[src/rtl/ci_pkg.sv]
// Shared constants, FSM state type and helpers for the custom-instruction PE driver.
package ci_pkg;

    localparam int DATA_WIDTH = 32;

    localparam logic [2:0] CI_CLR = 3'd0;
    localparam logic [2:0] CI_W   = 3'd1;
    localparam logic [2:0] CI_I   = 3'd2;
    localparam logic [2:0] CI_O   = 3'd3;
    localparam logic [2:0] CI_GET = 3'd4;

    typedef enum logic [2:0] {
        IDLE,
        CLR,
        SEND_W,
        SEND_I,
        SEND_O,
        GET,
        OUT
    } state_e;

    function automatic logic [2:0] ci_code(state_e s);
        case (s)
            SEND_W:  return CI_W;
            SEND_I:  return CI_I;
            SEND_O:  return CI_O;
            GET:     return CI_GET;
            default: return CI_CLR;
        endcase
    endfunction

    function automatic logic is_issue(state_e s);
        return (s == CLR) || (s == SEND_W) || (s == SEND_I) || (s == SEND_O) || (s == GET);
    endfunction

endpackage

[src/rtl/ci_pe_driver_if.sv]
// Job, custom-instruction and result buses of the PE driver; master = driver side.
interface ci_pe_driver_if #(
    parameter int DataWidth = ci_pkg::DATA_WIDTH
);
    logic                 cmd_valid;
    logic                 cmd_ready;
    logic                 cmd_clr;
    logic [DataWidth-1:0] cmd_w;
    logic [DataWidth-1:0] cmd_i;
    logic [DataWidth-1:0] cmd_o;
    logic                 ci_start;
    logic [2:0]           ci_n;
    logic [DataWidth-1:0] ci_dataa;
    logic                 ci_done;
    logic [DataWidth-1:0] ci_result;
    logic                 res_valid;
    logic                 res_ready;
    logic [DataWidth-1:0] res_data;
    logic                 res_err;

    modport master (
        input  cmd_valid, cmd_clr, cmd_w, cmd_i, cmd_o, ci_done, ci_result, res_ready,
        output cmd_ready, ci_start, ci_n, ci_dataa, res_valid, res_data, res_err
    );

    modport slave (
        output cmd_valid, cmd_clr, cmd_w, cmd_i, cmd_o, ci_done, ci_result, res_ready,
        input  cmd_ready, ci_start, ci_n, ci_dataa, res_valid, res_data, res_err
    );
endinterface

[src/rtl/ci_issue_ctl.sv]
// Per-instruction start pulse / issued flag / done sampling, shared by all issue states.
module ci_issue_ctl (
    input  logic clk,
    input  logic reset,
    input  logic clk_en,
    input  logic active_i,
    input  logic done_i,
    input  logic abort_i,
    output logic start_o,
    output logic adv_o
);
    logic issued_q, issued_d;

    // Start is suppressed during stalls and in the reset cycle so no instruction leaks out.
    assign start_o = active_i & ~issued_q & clk_en & ~reset;
    assign adv_o   = active_i & done_i & clk_en;

    always_comb begin
        issued_d = issued_q;
        if (adv_o || abort_i) begin
            issued_d = 1'b0;
        end else if (active_i) begin
            issued_d = 1'b1;
        end
    end

    always_ff @(posedge clk) begin
        if (reset) begin
            issued_q <= 1'b0;
        end else if (clk_en) begin
            issued_q <= issued_d;
        end
    end
endmodule

[src/rtl/ci_pe_driver.sv]
// Streams clear/weight/input/psum/poll instructions into a single PE and returns its result.
// Optional poll watchdog enabled by defining CI_TIMEOUT_EN.
module ci_pe_driver
    import ci_pkg::*;
#(
    parameter int DataWidth     = DATA_WIDTH,
    parameter int TimeoutWidth  = 8,
    parameter int TimeoutCycles = 200
) (
    input logic            clk,
    input logic            reset,
    input logic            clk_en,
    ci_pe_driver_if.master bus
);
    state_e               state_q, state_d;
    logic [2:0]           n_q, n_d;
    logic [DataWidth-1:0] dataa_q, dataa_d;
    logic [DataWidth-1:0] w_q, w_d, i_q, i_d, o_q, o_d;
    logic                 rv_q, rv_d;
    logic [DataWidth-1:0] rd_q, rd_d;
    logic                 re_q, re_d;
    logic                 issue_act;
    logic                 adv;
    logic                 tmo;

    if (TimeoutCycles >= (1 << TimeoutWidth)) begin : g_bad_timeout
        $error("TimeoutCycles must be below 2**TimeoutWidth");
    end

    assign issue_act = is_issue(state_q);

    ci_issue_ctl u_issue (
        .clk      (clk),
        .reset    (reset),
        .clk_en   (clk_en),
        .active_i (issue_act),
        .done_i   (bus.ci_done),
        .abort_i  (tmo),
        .start_o  (bus.ci_start),
        .adv_o    (adv)
    );

`ifdef CI_TIMEOUT_EN
    logic [TimeoutWidth-1:0] wd_q, wd_d;

    // Counter sits at zero outside GET, so entering GET always starts a fresh count.
    always_comb begin
        wd_d = '0;
        if (state_q == GET && !bus.ci_done) begin
            wd_d = wd_q + 1'b1;
        end
    end

    assign tmo = (state_q == GET) && clk_en && !bus.ci_done
                 && (wd_q == TimeoutWidth'(TimeoutCycles - 1));

    always_ff @(posedge clk) begin
        if (reset) begin
            wd_q <= '0;
        end else if (clk_en) begin
            wd_q <= wd_d;
        end
    end
`else
    assign tmo = 1'b0;
`endif

    always_comb begin
        state_d = state_q;
        w_d     = w_q;
        i_d     = i_q;
        o_d     = o_q;
        rv_d    = rv_q;
        rd_d    = rd_q;
        re_d    = re_q;
        case (state_q)
            IDLE: if (bus.cmd_valid) begin
                w_d     = bus.cmd_w;
                i_d     = bus.cmd_i;
                o_d     = bus.cmd_o;
                state_d = bus.cmd_clr ? CLR : SEND_W;
            end
            CLR:    if (adv) state_d = SEND_W;
            SEND_W: if (adv) state_d = SEND_I;
            SEND_I: if (adv) state_d = SEND_O;
            SEND_O: if (adv) state_d = GET;
            GET: if (adv) begin
                rd_d    = bus.ci_result;
                re_d    = 1'b0;
                rv_d    = 1'b1;
                state_d = OUT;
            end else if (tmo) begin
                rd_d    = '0;
                re_d    = 1'b1;
                rv_d    = 1'b1;
                state_d = OUT;
            end
            OUT: if (bus.res_ready) begin
                rv_d    = 1'b0;
                state_d = IDLE;
            end
            default: state_d = IDLE;
        endcase

        // Operand registers are loaded from the next state so they are stable for the whole state.
        n_d     = ci_code(state_d);
        dataa_d = '0;
        case (state_d)
            SEND_W:  dataa_d = w_d;
            SEND_I:  dataa_d = i_d;
            SEND_O:  dataa_d = o_d;
            default: dataa_d = '0;
        endcase
    end

    always_ff @(posedge clk) begin
        if (reset) begin
            state_q <= IDLE;
            n_q     <= CI_CLR;
            dataa_q <= '0;
            w_q     <= '0;
            i_q     <= '0;
            o_q     <= '0;
            rv_q    <= 1'b0;
            rd_q    <= '0;
            re_q    <= 1'b0;
        end else if (clk_en) begin
            state_q <= state_d;
            n_q     <= n_d;
            dataa_q <= dataa_d;
            w_q     <= w_d;
            i_q     <= i_d;
            o_q     <= o_d;
            rv_q    <= rv_d;
            rd_q    <= rd_d;
            re_q    <= re_d;
        end
    end

    assign bus.cmd_ready = (state_q == IDLE);
    assign bus.ci_n      = n_q;
    assign bus.ci_dataa  = dataa_q;
    assign bus.res_valid = rv_q;
    assign bus.res_data  = rd_q;
    assign bus.res_err   = re_q;
endmodule
[src/flat_wrapper.sv]
// flat-port wrapper written by rule: the top's interface ports become plain ports
module ci_pe_driver_flat import ci_pkg::*;
#(
    parameter int DataWidth     = DATA_WIDTH,
    parameter int TimeoutWidth  = 8,
    parameter int TimeoutCycles = 200
)
  (clk, reset, clk_en, bus_cmd_valid, bus_cmd_clr, bus_cmd_w, bus_cmd_i, bus_cmd_o, bus_ci_done, bus_ci_result, bus_res_ready, bus_cmd_ready, bus_ci_start, bus_ci_n, bus_ci_dataa, bus_res_valid, bus_res_data, bus_res_err);
  ci_pe_driver_if #(.DataWidth(DataWidth)) bus_i ();
  input logic clk;
  input logic reset;
  input logic clk_en;
  input wire logic [$bits(bus_i.cmd_valid)-1:0] bus_cmd_valid;
  input wire logic [$bits(bus_i.cmd_clr)-1:0] bus_cmd_clr;
  input wire logic [$bits(bus_i.cmd_w)-1:0] bus_cmd_w;
  input wire logic [$bits(bus_i.cmd_i)-1:0] bus_cmd_i;
  input wire logic [$bits(bus_i.cmd_o)-1:0] bus_cmd_o;
  input wire logic [$bits(bus_i.ci_done)-1:0] bus_ci_done;
  input wire logic [$bits(bus_i.ci_result)-1:0] bus_ci_result;
  input wire logic [$bits(bus_i.res_ready)-1:0] bus_res_ready;
  output wire logic [$bits(bus_i.cmd_ready)-1:0] bus_cmd_ready;
  output wire logic [$bits(bus_i.ci_start)-1:0] bus_ci_start;
  output wire logic [$bits(bus_i.ci_n)-1:0] bus_ci_n;
  output wire logic [$bits(bus_i.ci_dataa)-1:0] bus_ci_dataa;
  output wire logic [$bits(bus_i.res_valid)-1:0] bus_res_valid;
  output wire logic [$bits(bus_i.res_data)-1:0] bus_res_data;
  output wire logic [$bits(bus_i.res_err)-1:0] bus_res_err;
  assign bus_i.cmd_valid = bus_cmd_valid;
  assign bus_i.cmd_clr = bus_cmd_clr;
  assign bus_i.cmd_w = bus_cmd_w;
  assign bus_i.cmd_i = bus_cmd_i;
  assign bus_i.cmd_o = bus_cmd_o;
  assign bus_i.ci_done = bus_ci_done;
  assign bus_i.ci_result = bus_ci_result;
  assign bus_i.res_ready = bus_res_ready;
  assign bus_cmd_ready = bus_i.cmd_ready;
  assign bus_ci_start = bus_i.ci_start;
  assign bus_ci_n = bus_i.ci_n;
  assign bus_ci_dataa = bus_i.ci_dataa;
  assign bus_res_valid = bus_i.res_valid;
  assign bus_res_data = bus_i.res_data;
  assign bus_res_err = bus_i.res_err;
  ci_pe_driver #(.DataWidth(DataWidth), .TimeoutWidth(TimeoutWidth), .TimeoutCycles(TimeoutCycles)) u_core (.clk(clk), .reset(reset), .clk_en(clk_en), .bus(bus_i));
endmodule
[config.mk]
export PLATFORM = sky130hd
export DESIGN_NAME = ci_pe_driver_flat
export DESIGN_NICKNAME = d
export VERILOG_FILES = /design/src/rtl/ci_pkg.sv /design/src/rtl/ci_pe_driver_if.sv /design/src/rtl/ci_issue_ctl.sv /design/src/rtl/ci_pe_driver.sv /design/src/flat_wrapper.sv
export SDC_FILE = /design/constraint.sdc
export NUM_CORES = 1
export LEC_CHECK = 0
export CAP_MARGIN = 5
export CORE_ASPECT_RATIO = 1.5
export CORE_UTILIZATION = 35
export DETAILED_ROUTE_END_ITERATION = 6
export HOLD_SLACK_MARGIN = 0.15
export PLACE_DENSITY_LB_ADDON = 0.05
export SYNTH_ARGS = -nofsm -noshare
export SYNTH_HDL_FRONTEND = slang
export SYNTH_HIERARCHICAL = 1
export SYNTH_SLANG_ARGS = --single-unit
[constraint.sdc]
create_clock -name clk -period 6.6 [get_ports clk]
set_input_delay 1.98 -clock clk [delete_from_list [all_inputs] [get_ports clk]]
set_output_delay 1.98 -clock clk [all_outputs]
set_load 0.03 [all_outputs]
Word level (Yosys, flattened, before mapping)
Index checks and enable logic that the tools add are counted.
{ "op_classes": {"n_eq_ne": 12, "mux": 22, "n_bitwise": 7, "n_reduce_logical": 10} }
{ "op_table": {"columns": ["operator", "n"], "rows": [
  ["$mux W32", 6],
  ["$pmux W32 S3", 1],
  ["$mux W3", 7],
  ["$pmux W3 S7", 1],
  ["$eq A3 B3 Y1 const B", 5],
  ["$eq A3 B2 Y1 const B", 4],
  ["$pmux W3 S4", 1],
  ["$and A1 B1 Y1", 5],
  ["$logic_or A1 B1 Y1", 4],
  ["$mux W1", 4],
  ["$reduce_and A4 Y1", 1],
  ["$reduce_bool A2 Y1", 2],
  ["$eq A3 B1 Y1 const B", 1],
  ["$logic_not A3 Y1", 1],
  ["$reduce_and A3 Y1", 1],
  ["$mux W2", 1],
  ["$ne A2 B1 Y1 const B", 1],
  ["$ne A2 B2 Y1 const B", 1],
  ["$not A1 Y1", 2],
  ["$pmux W1 S2", 1],
  ["$reduce_and A2 Y1", 1]
]} }
{ "totals": {"ff_bits": 168, "inputBits": 135, "elab_cells": 60} }

Longest topological paths before layout
Gate-level depths: netlist of run 1.
{ "logic_depth": {"depth_word": 11, "ltp_mapped": 11, "mapped_depth_nobuf": 8} }

Modules after synthesis
The synthesis of run 1 kept the hierarchy.
{ "by_module_without_submodules": {"columns": ["mod", "n_inst", "cells_per_inst", "area_each_um2", "seq_area_each_um2"], "rows": [
  ["ci_pe_driver", 1, 950, 7410.9, 3343.2],
  ["ci_issue_ctl", 1, 8, 73.8, 20.0]
]} }

Worst setup path after synthesis of run 1
Ideal clock, no wire load.
{ "synth_path": {"kind": "in2out", "startpoint": "in clk_en", "endpoint": "out bus_ci_start", "t_arrival_ps": 2707, "required_time_ps": 4620, "path_slack_ps": 1913, "cell_stages": 2, "cell_sequence": "nand2_1 > nor3_1"} }
{ "synth_via": {"elab_chain_len": 2} }
{ "synth_rtl": {"columns": ["item", "line_no", "rtl"], "rows": [
  ["from (decl)", "flat_wrapper.sv:12", "input logic clk_en;"],
  ["$and A1 B1 Y1 (2 in series)", "ci_issue_ctl.sv:15", "assign start_o = active_i & ~issued_q & clk_en & ~reset;"],
  ["to (decl)", "flat_wrapper.sv:22", "output wire logic [$bits(bus_i.ci_start)-1:0] bus_ci_start;"]
]} }
Every way passes these cells.

Final worst setup path of run 1
Ends and elaborated chain as after synthesis.

==> run metrics, run 1 <==
Final Wtd Congestion 0.744; crit start category input port; Synth top area share 0.449; CP cell instances clkdlybuf4s50_1 > nand2_1 > nor3_1 > clkdlybuf4s50_1; clk slew on worst S/H paths around 0.070 ns; maximum clock insertion buffer count 2; layout cells sized above 1 0.0813; Post-synth ARST share 0; outcome finished clean; total die area ~22000 sq um; CP required 4.62 ns; Pre-antenna DRT Iters 7; largest net degree at the start of global routing just under 100; Tcrit/Tclk final 0.814; first-pass GRT wire length 38300 microns; WS Path Type input port to output pin; Reg-to-Reg Start u_core/state_q[2]; Die H 181 microns; # IOs ~210; RSZ-0062 raised after global routing false; Via Count 7232; max incr delay on CP 0.69 ns; Area growth syn-to-layout 36.7%; endpoints failing hold 0; synthesized flop and latch total 168; cell row count 65; Crit Path Max Fanout 2; cell repeated most along the worst path clkdlybuf4s50_1; CTS tree done; number of enable-type register cells in the synthesized netlist 0; Mapped Cells 958; initial antenna violation count 0; Max H-tree Level 4; Slew headroom 0.237; GRT Util Overall 0.224; Core ar. between 20000 and 25000 sq um; Peak supply drop around 0.18 mV; Slowest cell on crit path clkdlybuf4s50_1; Post-synth top cells nand2_1 (325), dfxtp_1 (168), a21oi_1 (133), a32oi_1 (64), clkbuf_1 (61); PostCTS Resize Cnt 0; register area share after synthesis 0.449; setup TNS 0 ns; Via-to-Cell Ratio between 5 and 6; worst skew pair latency 0.43 ns; leading area contributor after synthesis dfxtp_1; M2 GR Usage 0.391; commonest register cell after synthesis dfxtp_1; vias in the first global route around 7000; Root Buffer clkbuf_16; GR Util met1 0.274; Worst setup EP type output pin; Power Dens Cells 239 nW/um^2; post-DP HPWL about 15000 microns; Least-Margin Pin Slew 1.14 ns; Initial DRC Count roughly 420; M3 GR Usage 0.0420; pre-CTS setup slack between 1 and 1.5 ns; reg-to-reg slack, setup 2.85 ns; CTS sink cnt 168; Mapped Avg Cell Area 7.81 sq um; clk_skew 0.00956 ns; Starting Density 0.357; Area contributors post-synth dfxtp_1 (45%), nand2_1 (16%), a21oi_1 (8.9%); Post-CTS Hold Buffers 0; drc violations 0; Hold Crit Class flop to flop; final-report setup violation count 0; TritonCTS Buffers 17; gr ovfl total 0; final WL 24400 microns; slack of the critical path 1.23 ns; Pleak 0.00327 uW; wire per inst 17.6 microns; crit path DAT ~3.4 ns; Max Cap Viol 0; most used routing layer met2; Max Slew Vio Count 0; post-CTS setup buffer count 0; Worst Setup SP clk_en; IO buf count 204; Synth warnings 6; most frequent cell after synthesis nand2_1; min-delay src u_core/bus.res_data[17]; Distinct cells, synth 37; Die Width 121 microns; Fmax 186 MHz; Ant. Diodes 0; minimum clock period between 5 and 6 ns; netlist area before placement 7480 sq um; DRT antenna net count 0; Layout Nets 1242
worst paths after layout:
check        depth (start not counted)                      end
max                                  4             bus_ci_start
min                                  2  u_core/bus.res_data[17]
max reg2reg                          8  u_core/bus.ci_dataa[31]
min reg2reg                          2  u_core/bus.res_data[17]
state kept, by name, indices dropped and copies added, names as in the netlist:
name	flops
u_core/bus.ci_dataa	32
u_core/bus.res_data	32
u_core/i_q	32
u_core/o_q	32
u_core/w_q	32
u_core/bus.ci_n	3
u_core/state_q	3
u_core/bus.res_valid	1
u_core/u_issue/issued_q	1
power breakdown:
part / internal, uW / total, uW / switching (uW) / leakage [uW]
Combinational: 143 / 338 / 195 / 0.00161
Sequential: 1050 / 1070 / 20.6 / 0.00136
Clock: 575 / 1040 / 466 / 0.000289
Total: 1760 / 2450 / 682 / 0.00327
routing by layer:
layer | routed length, microns | share of wire
met1 | 10400 | 0.43
met2 | 12300 | 0.50
met3 | 1200 | 0.049
met4 | 429 | 0.018
met5 | 0 | 0
cell type report:
class                           count  area, sq um
Tap cell                          268          335
Clock inverter                     15          180
Sequential cell                   168         3360
Multi-Input combinational cell    672         3680
Fill cell                        2118        10700
Inverter                           32          120
Clock buffer                       17          425
Timing Repair Buffer              216         2130
worst max-delay path, delay by kind of cell:
family | cells | cell delay, ns
AND/OR/NAND/NOR | 2 | 0.24
buffers and inverters | 2 | 1.17
kinds of logic (layout without fill, tap and decap cells):
| family | count (synthesis) | after routing | share of synthesized area |
|---|---|---|---|
| buf+inv | 120 | 280 | 0.0682 |
| compound gates | 278 | 278 | 0.242 |
| other cells | 1 | 3 | 0.000501 |
| flops | 168 | 168 | 0.449 |
| simple gates | 357 | 357 | 0.189 |
| mux | 34 | 34 | 0.0508 |
cells in the final DEF (no fill, tap or decap), drive strengths merged:
cell type and instances:
clkbuf 17, a32oi 64, a21oi 135, nor2 9
o22ai 2, nand4 1, a21boi 1, clkinvlp 3
a22o 1, mux2 32, o21bai 3, bufinv 2
mux2i 2, nand2b 5, and2 3, clkdlybuf4s50 203
nand2 325, o32ai 1, inv 41, or2 1
and3 3, dfxtp 168, nor2b 3, nand3 2
a31oi 32, a211oi 34, buf 13, o21a 1
conb 3, and3b 1, nor4b 1, clkinv 1
nor3 3, o21ai 2, a311oi 2
stage by stage:
stage          hold slack, ns  std cells  power (uW)   util  instance area [sq um]
2_1_floorplan           0.434        960        1270      -                   7490
3_3_place_gp            0.439       1356        1430  0.459                   9630
3_5_place_dp            0.445       1356        1430  0.459                   9630
4_1_cts                 0.455       1388        2470  0.488                  10200
5_1_grt                 0.471       1388        2540  0.488                  10200
6_report                0.453       1388        2450  0.488                  10200
No activity file was read; power rests on OpenSTA's default activity.
==> run 2, diff against run 1 <==
==> constraint.sdc (replaced) <==
create_clock -name clk -period 4.9 [get_ports clk]
set_input_delay 1.47 -clock clk [delete_from_list [all_inputs] [get_ports clk]]
set_output_delay 1.47 -clock clk [all_outputs]
set_load 0.03 [all_outputs]
==> run metrics, run 2 (synthesized netlist as in run 1, its figures left out) <==
Least-Margin Pin Slew 0.923 ns (-0.221 ns); Final Wtd Congestion 0.759 (+2.0%); largest net degree at the start of global routing 80 (-18%); met2 wire len 11700 microns (-4.8%); Max Slew Vio Count 0 (unchanged); Ant. Diodes 0 (unchanged); max incr delay on CP 0.50 ns (-0.19 ns); CP cell instances clkdlybuf4s50_1 > nand2_1 > nor3_1 > buf_4; Die Width 121 microns (unchanged); Post-CTS Hold Buffers 0 (unchanged); Metal-1 WL 10700 microns (+2.3%); Max Cap Viol 0 (unchanged); Initial DRC Count 482 (+14%); fin cells 1399 (+0.79%); WS Path Type input port to output pin; IO buf count 204 (unchanged); Reg area 3360 sq um (unchanged); WP depth 4 (unchanged); final-report setup violation count 0 (unchanged); cell row count 65 (unchanged); GRT Util Overall 0.215 (-0.00879); Pre-antenna DRT Iters 5 (-2); CTS tree done; CP delay by family, top buffers and inverters; placed cells 1367 (+0.81%); first-pass GRT wire length 36900 microns (-3.7%); Power Dens Cells 310 nW/um^2 (+30%); CTS sink cnt 168 (unchanged); Area growth syn-to-layout 37.6%; final WL 23800 microns (-2.5%); Via-to-Cell Ratio 5.17 (-0.76%); layout cells sized above 1 0.0884 (+0.00717); Starting Density 0.357 (unchanged); endpoints failing hold 0 (unchanged); clk_skew 0.0265 ns (+0.0169 ns); fin util 0.491 (+0.00322); post-CTS setup buffer count 0 (unchanged); PostCTS Resize Cnt 0 (unchanged); DRT antenna net count 0 (unchanged); Hold Crit Class flop to flop; outcome finished clean; Crit Path Max Fanout 3 (+1); Root Buffer clkbuf_16; Fmax 258 MHz; pre-CTS setup slack 0.986 ns (-0.253 ns); Filler cells 2122 (+0.19%); TritonCTS Buffers 17 (unchanged); worst skew pair latency 0.44 ns (about the same); met3 routed wirelength 1120 microns (-6.6%); Worst setup EP type output pin; Die H 181 microns (unchanged); drc violations 0 (unchanged); WHS Path Cells 2 (unchanged); gr ovfl total 0 (unchanged); vias in the first global route 6679 (-4.9%); total die area 22000 sq um (unchanged); minimum clock period about 3.9 ns; Layout Nets 1253 (+0.89%); Tcrit/Tclk final 0.790; Core ar. 21000 sq um (unchanged); CP required 3.43 ns (-1.19 ns); multi-input gate area in the final layout 3680 sq um (unchanged); RSZ-0062 raised after global routing false; # IOs 206 (unchanged); top sig layer met4; crit path DAT 2.40 ns (-0.99 ns); wire per inst 17.0 microns (-3.3%); initial antenna violation count 0 (unchanged); crit start category input port; Via Count 7234 (+0.028%); CP Buf/Inv Count 2 (unchanged); post-DP HPWL 15600 microns (+1.4%); commonest non-fill, non-tap cells in the layout nand2_1 (324), clkdlybuf4s50_1 (202), dfxtp_1 (168), a21oi_1 (133), a32oi_1 (64); slack of the critical path 1.03 ns (-0.201 ns); most common cell after layout, fill and taps aside nand2_1; maximum clock insertion buffer count 2 (unchanged); Slowest cell on crit path clkdlybuf4s50_1; Peak supply drop 0.231 mV (+30%); setup TNS 0 ns (unchanged); Max H-tree Level 4 (unchanged); clk slew on worst S/H paths 0.06 ns (about the same); Slew headroom 0.384 (+0.147); Pleak 0.00329 uW (+0.74%); Reg2Reg Depth 9 (+1)
-- run 2: cell types whose count changed in the layout (fill, tap and decap cells not counted), sizes merged --
cell | previous run | this run
buf | 13 | 25
bufinv | 2 | 1
clkbuf | 17 | 20
clkdlybuf4s50 | 203 | 202
clkinvlp | 3 | 6
inv | 41 | 36
-- run 2: worst register-to-register path: stages, from the launching register on --
cell,delay [ns]
dfxtp_1,0.73
nor3_1,0.16
a21oi_1,0.24
and3_1,0.31
and2_1,0.25
a22o_1,0.22
and3_2,0.48
buf_12,0.24
a32oi_1,0.12
a32oi_1,0.23
-- run 2: per-stage QoR --
step / power, uW / area (sq um) / hold WS, ns
final: 3200 / 10300 / 0.453
after global routing: 3330 / 10300 / 0.466
after CTS: 3230 / 10300 / 0.453
after detailed placement: 1940 / 9750 / 0.444
after global placement: 1940 / 9750 / 0.439
after floorplan: 1710 / 7490 / 0.434
-- run 2: cell type report --
class	instances	share of cell area
inverter	32	0.0117
clock inverter	12	0.0115
timing repair buffer	227	0.218
clock buffer	20	0.0424
tap	268	0.0326
sequential	168	0.326
multi-input combinational	672	0.357
-- run 2: worst paths after layout --
| path | startpoint | endpoint | slack (ns) |
|---|---|---|---|
| hold reg to reg | u_core/o_q[26] | u_core/o_q[26] | 0.45 |
| setup reg to reg | u_core/state_q[2] | u_core/bus.ci_dataa[3] | 1.87 |
| setup / recovery | clk_en | bus_ci_start | 1.03 |
| hold / removal | u_core/o_q[26] | u_core/o_q[26] | 0.45 |
-- run 2: metal layers --
metal,GRT usage,vias to the layer above
li1,-,3630
met1,0.274,3397
met2,0.365,191
met3,0.0382,16
met4,0.0662,0
met5,0,-
-- run 2: where the power goes --
group	leakage (uW)	switching, uW	internal [uW]
clock	0.000250	585	706
sequential	0.00136	28.2	1410
combinational	0.00168	262	204
